--- src/rtl/dmem_bist_pkg.sv ---
// Shared types and helpers for the data-memory march BIST.
package dmem_bist_pkg;

  typedef enum logic [2:0] {
    IDLE,
    W_PAT,
    R_PAT,
    W_INV,
    R_INV,
    DONE
  } state_t;

  localparam logic [31:0] DEFAULT_SEED = 32'hA5A5_0000;

  // Background pattern for a word; the address term makes every word unique.
  function automatic logic [31:0] pat(input logic [31:0] seed, input logic [31:0] addr);
    return seed ^ addr;
  endfunction

endpackage

--- src/rtl/dmem_bist_if.sv ---
// Data-memory port as seen by the BIST: address/write strobe/write data out, combinational read data back.
interface dmem_bist_if;
  logic [31:0] mem_addr;
  logic        mem_write_en;
  logic [31:0] mem_w_data;
  logic [31:0] mem_r_data;

  modport master (
    output mem_addr,
    output mem_write_en,
    output mem_w_data,
    input  mem_r_data
  );

  modport slave (
    input  mem_addr,
    input  mem_write_en,
    input  mem_w_data,
    output mem_r_data
  );
endinterface

--- src/rtl/dmem_bist_addr_gen.sv ---
// Word address counter for the march: synchronous load, clamped up/down count, end-of-range flags.
module dmem_bist_addr_gen #(
  parameter int DEPTH = 64,
  parameter int AW    = 6
) (
  input  logic          clk,
  input  logic          reset,
  input  logic          i_load,
  input  logic [AW-1:0] i_loadVal,
  input  logic          i_up,
  input  logic          i_down,
  output logic [AW-1:0] o_addr,
  output logic          o_first,
  output logic          o_last
);

  localparam logic [AW-1:0] LAST_ADDR = AW'(DEPTH - 1);

  logic [AW-1:0] r_addr;

  // Counting is clamped at both ends so the address can never leave 0..DEPTH-1.
  always_ff @(posedge clk or negedge reset) begin
    if (!reset) begin
      r_addr <= '0;
    end else if (i_load) begin
      r_addr <= i_loadVal;
    end else if (i_up && !o_last) begin
      r_addr <= r_addr + 1'b1;
    end else if (i_down && !o_first) begin
      r_addr <= r_addr - 1'b1;
    end
  end

  assign o_addr  = r_addr;
  assign o_first = (r_addr == '0);
  assign o_last  = (r_addr == LAST_ADDR);

endmodule

--- src/rtl/dmem_bist.sv ---
// March BIST for the data memory: ascending write, read/invert, descending read; reports first failure.
module dmem_bist
  import dmem_bist_pkg::*;
#(
  parameter int          DEPTH = 64,
  parameter logic [31:0] SEED  = DEFAULT_SEED,
  parameter int          ERR_W = 16
) (
  input  logic             clk,
  input  logic             reset,
  input  logic             i_start,
  output logic             o_busy,
  output logic             o_done,
  output logic             o_pass,
  output logic [ERR_W-1:0] o_errCount,
  output logic [31:0]      o_failAddr,
  output logic [31:0]      o_failData,
  dmem_bist_if.master      memBus
);

  localparam int AW = $clog2(DEPTH);

  state_t           r_state;
  logic [ERR_W-1:0] r_errCount;
  logic [31:0]      r_failAddr;
  logic [31:0]      r_failData;

  logic [AW-1:0] w_addr;
  logic          w_first;
  logic          w_last;
  logic          w_load;
  logic          w_up;
  logic          w_down;
  logic [31:0]   w_addr32;
  logic [31:0]   w_pat;
  logic [31:0]   w_expected;
  logic          w_isRead;
  logic          w_mismatch;

  dmem_bist_addr_gen #(
    .DEPTH(DEPTH),
    .AW   (AW)
  ) u_addrGen (
    .clk      (clk),
    .reset    (reset),
    .i_load   (w_load),
    .i_loadVal('0),
    .i_up     (w_up),
    .i_down   (w_down),
    .o_addr   (w_addr),
    .o_first  (w_first),
    .o_last   (w_last)
  );

  // W_INV at the top word keeps its address so the descending pass starts at DEPTH-1.
  always_comb begin
    w_load = 1'b0;
    w_up   = 1'b0;
    w_down = 1'b0;
    unique case (r_state)
      IDLE, DONE: w_load = i_start;
      W_PAT: begin
        w_up   = !w_last;
        w_load = w_last;
      end
      W_INV:   w_up   = !w_last;
      R_INV:   w_down = 1'b1;
      default: ;
    endcase
  end

  assign w_addr32   = {{(32 - AW){1'b0}}, w_addr};
  assign w_pat      = pat(SEED, w_addr32);
  assign w_expected = (r_state == R_INV) ? ~w_pat : w_pat;
  assign w_isRead   = (r_state == R_PAT) || (r_state == R_INV);
  assign w_mismatch = w_isRead && (memBus.mem_r_data != w_expected);

  always_ff @(posedge clk or negedge reset) begin
    if (!reset) begin
      r_state    <= IDLE;
      r_errCount <= '0;
      r_failAddr <= '0;
      r_failData <= '0;
    end else begin
      unique case (r_state)
        IDLE, DONE: begin
          if (i_start) begin
            r_state    <= W_PAT;
            r_errCount <= '0;
            r_failAddr <= '0;
            r_failData <= '0;
          end
        end
        W_PAT:   if (w_last) r_state <= R_PAT;
        R_PAT:   r_state <= W_INV;
        W_INV:   r_state <= w_last ? R_INV : R_PAT;
        R_INV:   if (w_first) r_state <= DONE;
        default: r_state <= IDLE;
      endcase

      // Only the first miss is captured; the counter sticks at all-ones.
      if (w_mismatch) begin
        if (r_errCount == '0) begin
          r_failAddr <= w_addr32;
          r_failData <= memBus.mem_r_data;
        end
        if (r_errCount != '1) begin
          r_errCount <= r_errCount + 1'b1;
        end
      end
    end
  end

  assign o_busy     = (r_state == W_PAT) || (r_state == R_PAT) ||
                      (r_state == W_INV) || (r_state == R_INV);
  assign o_done     = (r_state == DONE);
  assign o_pass     = o_done && (r_errCount == '0);
  assign o_errCount = r_errCount;
  assign o_failAddr = r_failAddr;
  assign o_failData = r_failData;

  assign memBus.mem_write_en = (r_state == W_PAT) || (r_state == W_INV);
  assign memBus.mem_addr     = o_busy ? w_addr32 : 32'd0;
  assign memBus.mem_w_data   = (r_state == W_PAT) ? w_pat :
                               (r_state == W_INV) ? ~w_pat : 32'd0;

endmodule
--- src/flat_wrapper.sv ---
// flat-port wrapper written by rule: the top's interface ports become plain ports
module dmem_bist_flat import dmem_bist_pkg::*;
#(
  parameter int          DEPTH = 64,
  parameter logic [31:0] SEED  = DEFAULT_SEED,
  parameter int          ERR_W = 16
)
  (clk, reset, i_start, o_busy, o_done, o_pass, o_errCount, o_failAddr, o_failData, memBus_mem_addr, memBus_mem_write_en, memBus_mem_w_data, memBus_mem_r_data);
  dmem_bist_if memBus_i ();
  input  logic clk;
  input  logic reset;
  input  logic i_start;
  output logic o_busy;
  output logic o_done;
  output logic o_pass;
  output logic [ERR_W-1:0] o_errCount;
  output logic [31:0] o_failAddr;
  output logic [31:0] o_failData;
  output wire logic [$bits(memBus_i.mem_addr)-1:0] memBus_mem_addr;
  output wire logic [$bits(memBus_i.mem_write_en)-1:0] memBus_mem_write_en;
  output wire logic [$bits(memBus_i.mem_w_data)-1:0] memBus_mem_w_data;
  input wire logic [$bits(memBus_i.mem_r_data)-1:0] memBus_mem_r_data;
  assign memBus_mem_addr = memBus_i.mem_addr;
  assign memBus_mem_write_en = memBus_i.mem_write_en;
  assign memBus_mem_w_data = memBus_i.mem_w_data;
  assign memBus_i.mem_r_data = memBus_mem_r_data;
  dmem_bist #(.DEPTH(DEPTH), .SEED(SEED), .ERR_W(ERR_W)) u_core (.clk(clk), .reset(reset), .i_start(i_start), .o_busy(o_busy), .o_done(o_done), .o_pass(o_pass), .o_errCount(o_errCount), .o_failAddr(o_failAddr), .o_failData(o_failData), .memBus(memBus_i));
endmodule
--- config.mk ---
export PLATFORM = sky130hd
export DESIGN_NAME = dmem_bist_flat
export DESIGN_NICKNAME = d
export VERILOG_FILES = /design/src/rtl/dmem_bist_pkg.sv /design/src/rtl/dmem_bist_if.sv /design/src/rtl/dmem_bist_addr_gen.sv /design/src/rtl/dmem_bist.sv /design/src/flat_wrapper.sv
export SDC_FILE = /design/constraint.sdc
export NUM_CORES = 1
export LEC_CHECK = 0
export BUFFER_PORTS_ARGS = -buffer_cell sky130_fd_sc_hd__buf_2
export CORE_AREA = 2 2 107 109
export CTS_BUF_LIST = sky130_fd_sc_hd__clkbuf_4 sky130_fd_sc_hd__clkbuf_8 sky130_fd_sc_hd__clkbuf_16
export CTS_CLUSTER_SIZE = 12
export DETAILED_ROUTE_END_ITERATION = 8
export DIE_AREA = 0 0 109 111
export GPL_TIMING_DRIVEN = 1
export PLACE_DENSITY = 0.75
export SYNTH_ARGS = -nofsm -noshare
export SYNTH_HDL_FRONTEND = slang
export SYNTH_SLANG_ARGS = --single-unit
export TNS_END_PERCENT = 30
--- constraint.sdc ---
create_clock -name clk -period 2.5 [get_ports clk]
set_input_delay 0.75 -clock clk [delete_from_list [all_inputs] [get_ports clk]]
set_output_delay 0.75 -clock clk [all_outputs]
set_load 0.02 [all_outputs]
==> metrics <==
site row count 39; Vias between 4000 and 5000; CP startpoint kind flip-flop; Logic pwr share 53.8%; Vias/cell 4.99; Skew-Pair Late Insertion Delay approximately 0.33 ns; Port Buffers roughly 160; RSZ-0062 raised after global routing yes; Worst setup EP type primary output; I/O pins 183; # nets final 730; PD cells between 1000 and 1500 nW/um^2; clk_skew about 0.0084 ns; CTS Buffer Depth 2; clk slew on worst S/H paths approximately 0.070 ns; Sw Ratio between 40% and 50%; maximum VDD drop between 0.0005 and 0.0006 V; crit-path max FO 6; crit path DAT about 1.7 ns; H-Tree Depth 3; Syn Area/Cell ~9.3 um^2; largest net degree at the start of global routing between 40 and 50; initial DRC count roughly 170; clock network power share 20.1%; critical path required time between 1.5 and 2 ns; number of synthesized register bits roughly 90; Area Growth Syn to Fin 30.8%; CORE AREA 11100 um^2; Seq pwr share 26.1%; Die W about 110 um; Tcrit/Tclk final 98.9%; Avg WL per Cell around 14 um; DRT antenna net count 0; Power Total 7.46 mW; FMAX between 0.4 and 0.5 GHz; total global routing overflow 0; library cells used by synthesis 60; Gate Count Post-Synth a little over 500; Max-slew headroom between 50% and 60%; internal power 4.23 mW; starting density of the core between 40% and 50%; min Tclk post-route 2.47 ns; Worst Tran Pin Value 0.617 ns; Layout fillers around 950; initial antenna violation count 0; MaxCap Viol Count 0; Hold Crit Class primary input to asynchronous set/reset pin; Setup violations, final 0; CP bufs+invs 2; diode count 0; first-pass iteration count of the detailed router 4; Psw 3.23 mW; asr flop ratio synth 100%; layout cells sized above 1 between 30% and 40%; Final Wtd Congestion about 0.87; global-route wire length before repair 18700 um; crit-path cells inv_2 -> ha_4 -> nor4b_4 -> nand4_1 -> nor2b_1 -> buf_4; final WL 12000 um; fin. max-slew vios 0; die area between 10000 and 15000 um^2; DP Area between 5000 and 6000 um^2; Final Hold Viols 0; dpl hpwl between 8000 and 9000 um; Final Cell Area roughly 6300 um^2; GR Util All Layers 19.4%; ys flop type dfrtp_1; CTS Buf Count 9; EDFF count, synth 0; Root Driver clkbuf_16; YS warnings 0; post-synthesis sequential area ratio a little under half; die height roughly 110 um; Synth Cell Area 4780 um^2; CTS Sinks between 80 and 90; Setup CP Type flip-flop to primary output; CP delay by family, top simple AND/OR/NAND/NOR gates; vias in the first global route roughly 3900; hold buffers post-CTS 0; Post-route DRC 0; CTS tree built; Leakage about 3.3 nW; crit-path max cell delay approximately 0.45 ns; outcome finished, final reports clean; Critical Path Slowest Stage Cell dfrtp_2
==> per-stage QoR <==
stage	std cells	utilization, %	setup TNS [ns]	setup slack (ns)	hold slack, ns
final	836	56.5	0	0.0272	0.421
after global routing	836	56.5	-0.0719	-0.0529	0.468
after CTS	828	55.0	-0.0405	-0.0405	0.446
after detailed placement	811	51.6	-27.51	-0.392	0.465
after global placement	811	51.6	-24.90	-0.349	0.463
after floorplan	541	-	-0.122	-0.0632	0.454
==> cells in the mapped netlist (2+ instances only) <==
| master | instances | share of area (%) |
|---|---|---|
| a21o_1 | 3 | 0.47 |
| a21oi_1 | 8 | 0.84 |
| a21oi_2 | 2 | 0.37 |
| a221o_1 | 3 | 0.63 |
| a22o_1 | 7 | 1.3 |
| a311oi_1 | 2 | 0.37 |
| and2_1 | 32 | 4.2 |
| and3_1 | 6 | 0.79 |
| and4b_1 | 2 | 0.42 |
| buf_2 | 3 | 0.31 |
| buf_4 | 54 | 8.5 |
| buf_6 | 5 | 1.2 |
| clkbuf_1 | 14 | 1.1 |
| clkbuf_2 | 2 | 0.21 |
| dfrtp_1 | 89 | 47 |
| ha_1 | 6 | 1.6 |
| inv_1 | 8 | 0.63 |
| mux2_2 | 2 | 0.47 |
| nand2_1 | 99 | 7.8 |
| nand3_1 | 10 | 1.0 |
| nand4_1 | 9 | 1.2 |
| nand4b_1 | 2 | 0.37 |
| nor2_1 | 23 | 1.8 |
| nor3_1 | 9 | 0.94 |
| nor3b_1 | 3 | 0.47 |
| nor4_1 | 6 | 0.79 |
| nor4b_1 | 3 | 0.55 |
| o211ai_1 | 4 | 0.63 |
| o21ai_0 | 37 | 3.9 |
| o21ai_1 | 7 | 0.73 |
| o31ai_1 | 3 | 0.47 |
| o41ai_1 | 2 | 0.37 |
| or2_2 | 3 | 0.39 |
| or3_1 | 2 | 0.26 |
| or4_1 | 2 | 0.31 |
| or4b_1 | 2 | 0.42 |
| xnor2_1 | 16 | 2.9 |
| xor2_1 | 4 | 0.73 |
==> flip-flops by register name, indices dropped and copies added, names as in the netlist <==
signal,count
u_core.o_errCount,16
u_core.o_failAddr,32
u_core.o_failData,32
u_core.r_state,3
u_core.u_addrGen.o_addr,6
==> power groups by stage <==
stage	clock, mW	combinational, mW	sequential (mW)
2_1_floorplan	0	2.55	2.21
3_3_place_gp	0	3.68	1.94
3_5_place_dp	0	3.78	1.95
4_1_cts	1.53	3.82	1.94
5_1_grt	1.60	4.35	1.98
6_report	1.50	4.01	1.95
==> path summary, 6_finish.rpt <==
check | start | end | slack (ns) | depth (start not counted)
min in group clk | u_core.o_failAddr[15] | u_core.o_failAddr[15] | 0.48 | 1
worst min register to register | u_core.o_failAddr[15] | u_core.o_failAddr[15] | 0.48 | 1
max in group asynchronous | reset | u_core.u_addrGen.o_addr[0] | 1.48 | 2
worst max-delay path | u_core.o_errCount[0] | o_pass | 0.03 | 6
worst max register to register | u_core.r_state[1] | u_core.o_errCount[6] | 0.14 | 7
worst min-delay path | reset | u_core.o_failData[15] | 0.42 | 1
==> logic make-up (layout without fill, tap and decap cells) <==
logic type,after synthesis,in the layout,share of synthesized area (%)
muxes,3,3,0.681
xor gates and xnor gates,20,20,3.66
other,1,26,0.0785
AOI/OAI and AO/OA,89,90,12.1
adders and majority gates,8,8,2.20
DFF,89,89,46.6
buffers and inverters,87,238,12.0
and+or+nand+nor,219,219,22.7
==> final cells by class <==
| cell class | count | area [um^2] | area share (%) |
|---|---|---|---|
| flip-flops and latches | 89 | 2230 | 35.7 |
| multi-input cells | 366 | 2210 | 35.4 |
| repair buffers | 214 | 1270 | 20.3 |
| clock buffers | 10 | 239 | 3.82 |
| well taps | 143 | 179 | 2.86 |
| clock inverters | 6 | 95.1 | 1.52 |
| inverters | 8 | 30.0 | 0.480 |
==> per-layer routing <==
| layer | vias to the layer above | global-route usage (%) | part of all wire (%) |
|---|---|---|---|
| met3 | 13 | 3.59 | 4.3 |
| li1 | 2025 | - | - |
| met2 | 106 | 33.0 | 52 |
| met4 | 0 | 4.96 | 1.2 |
| met1 | 2029 | 25.2 | 42 |
| met5 | - | 0 | 0 |
==> repair_timing <==
item,CTS,global route
pin swaps,1,6
gates cloned,0,1
gates resized for setup,6,23
setup buffers,1,7
endpoints found under the setup margin,74,66
==> layout by cell type (no fill, tap or decap), types with 9 or more instances in the layout <==
cell type / n
buf_4: 54
buf_2: 154
o21ai_0: 36
and2_1: 32
conb_1: 26
nand3_1: 9
dfrtp_1: 87
nor2_1: 22
xnor2_1: 15
nand4_1: 9
clkbuf_16: 9
nand2_1: 99
(Power assumes the default switching activity.)
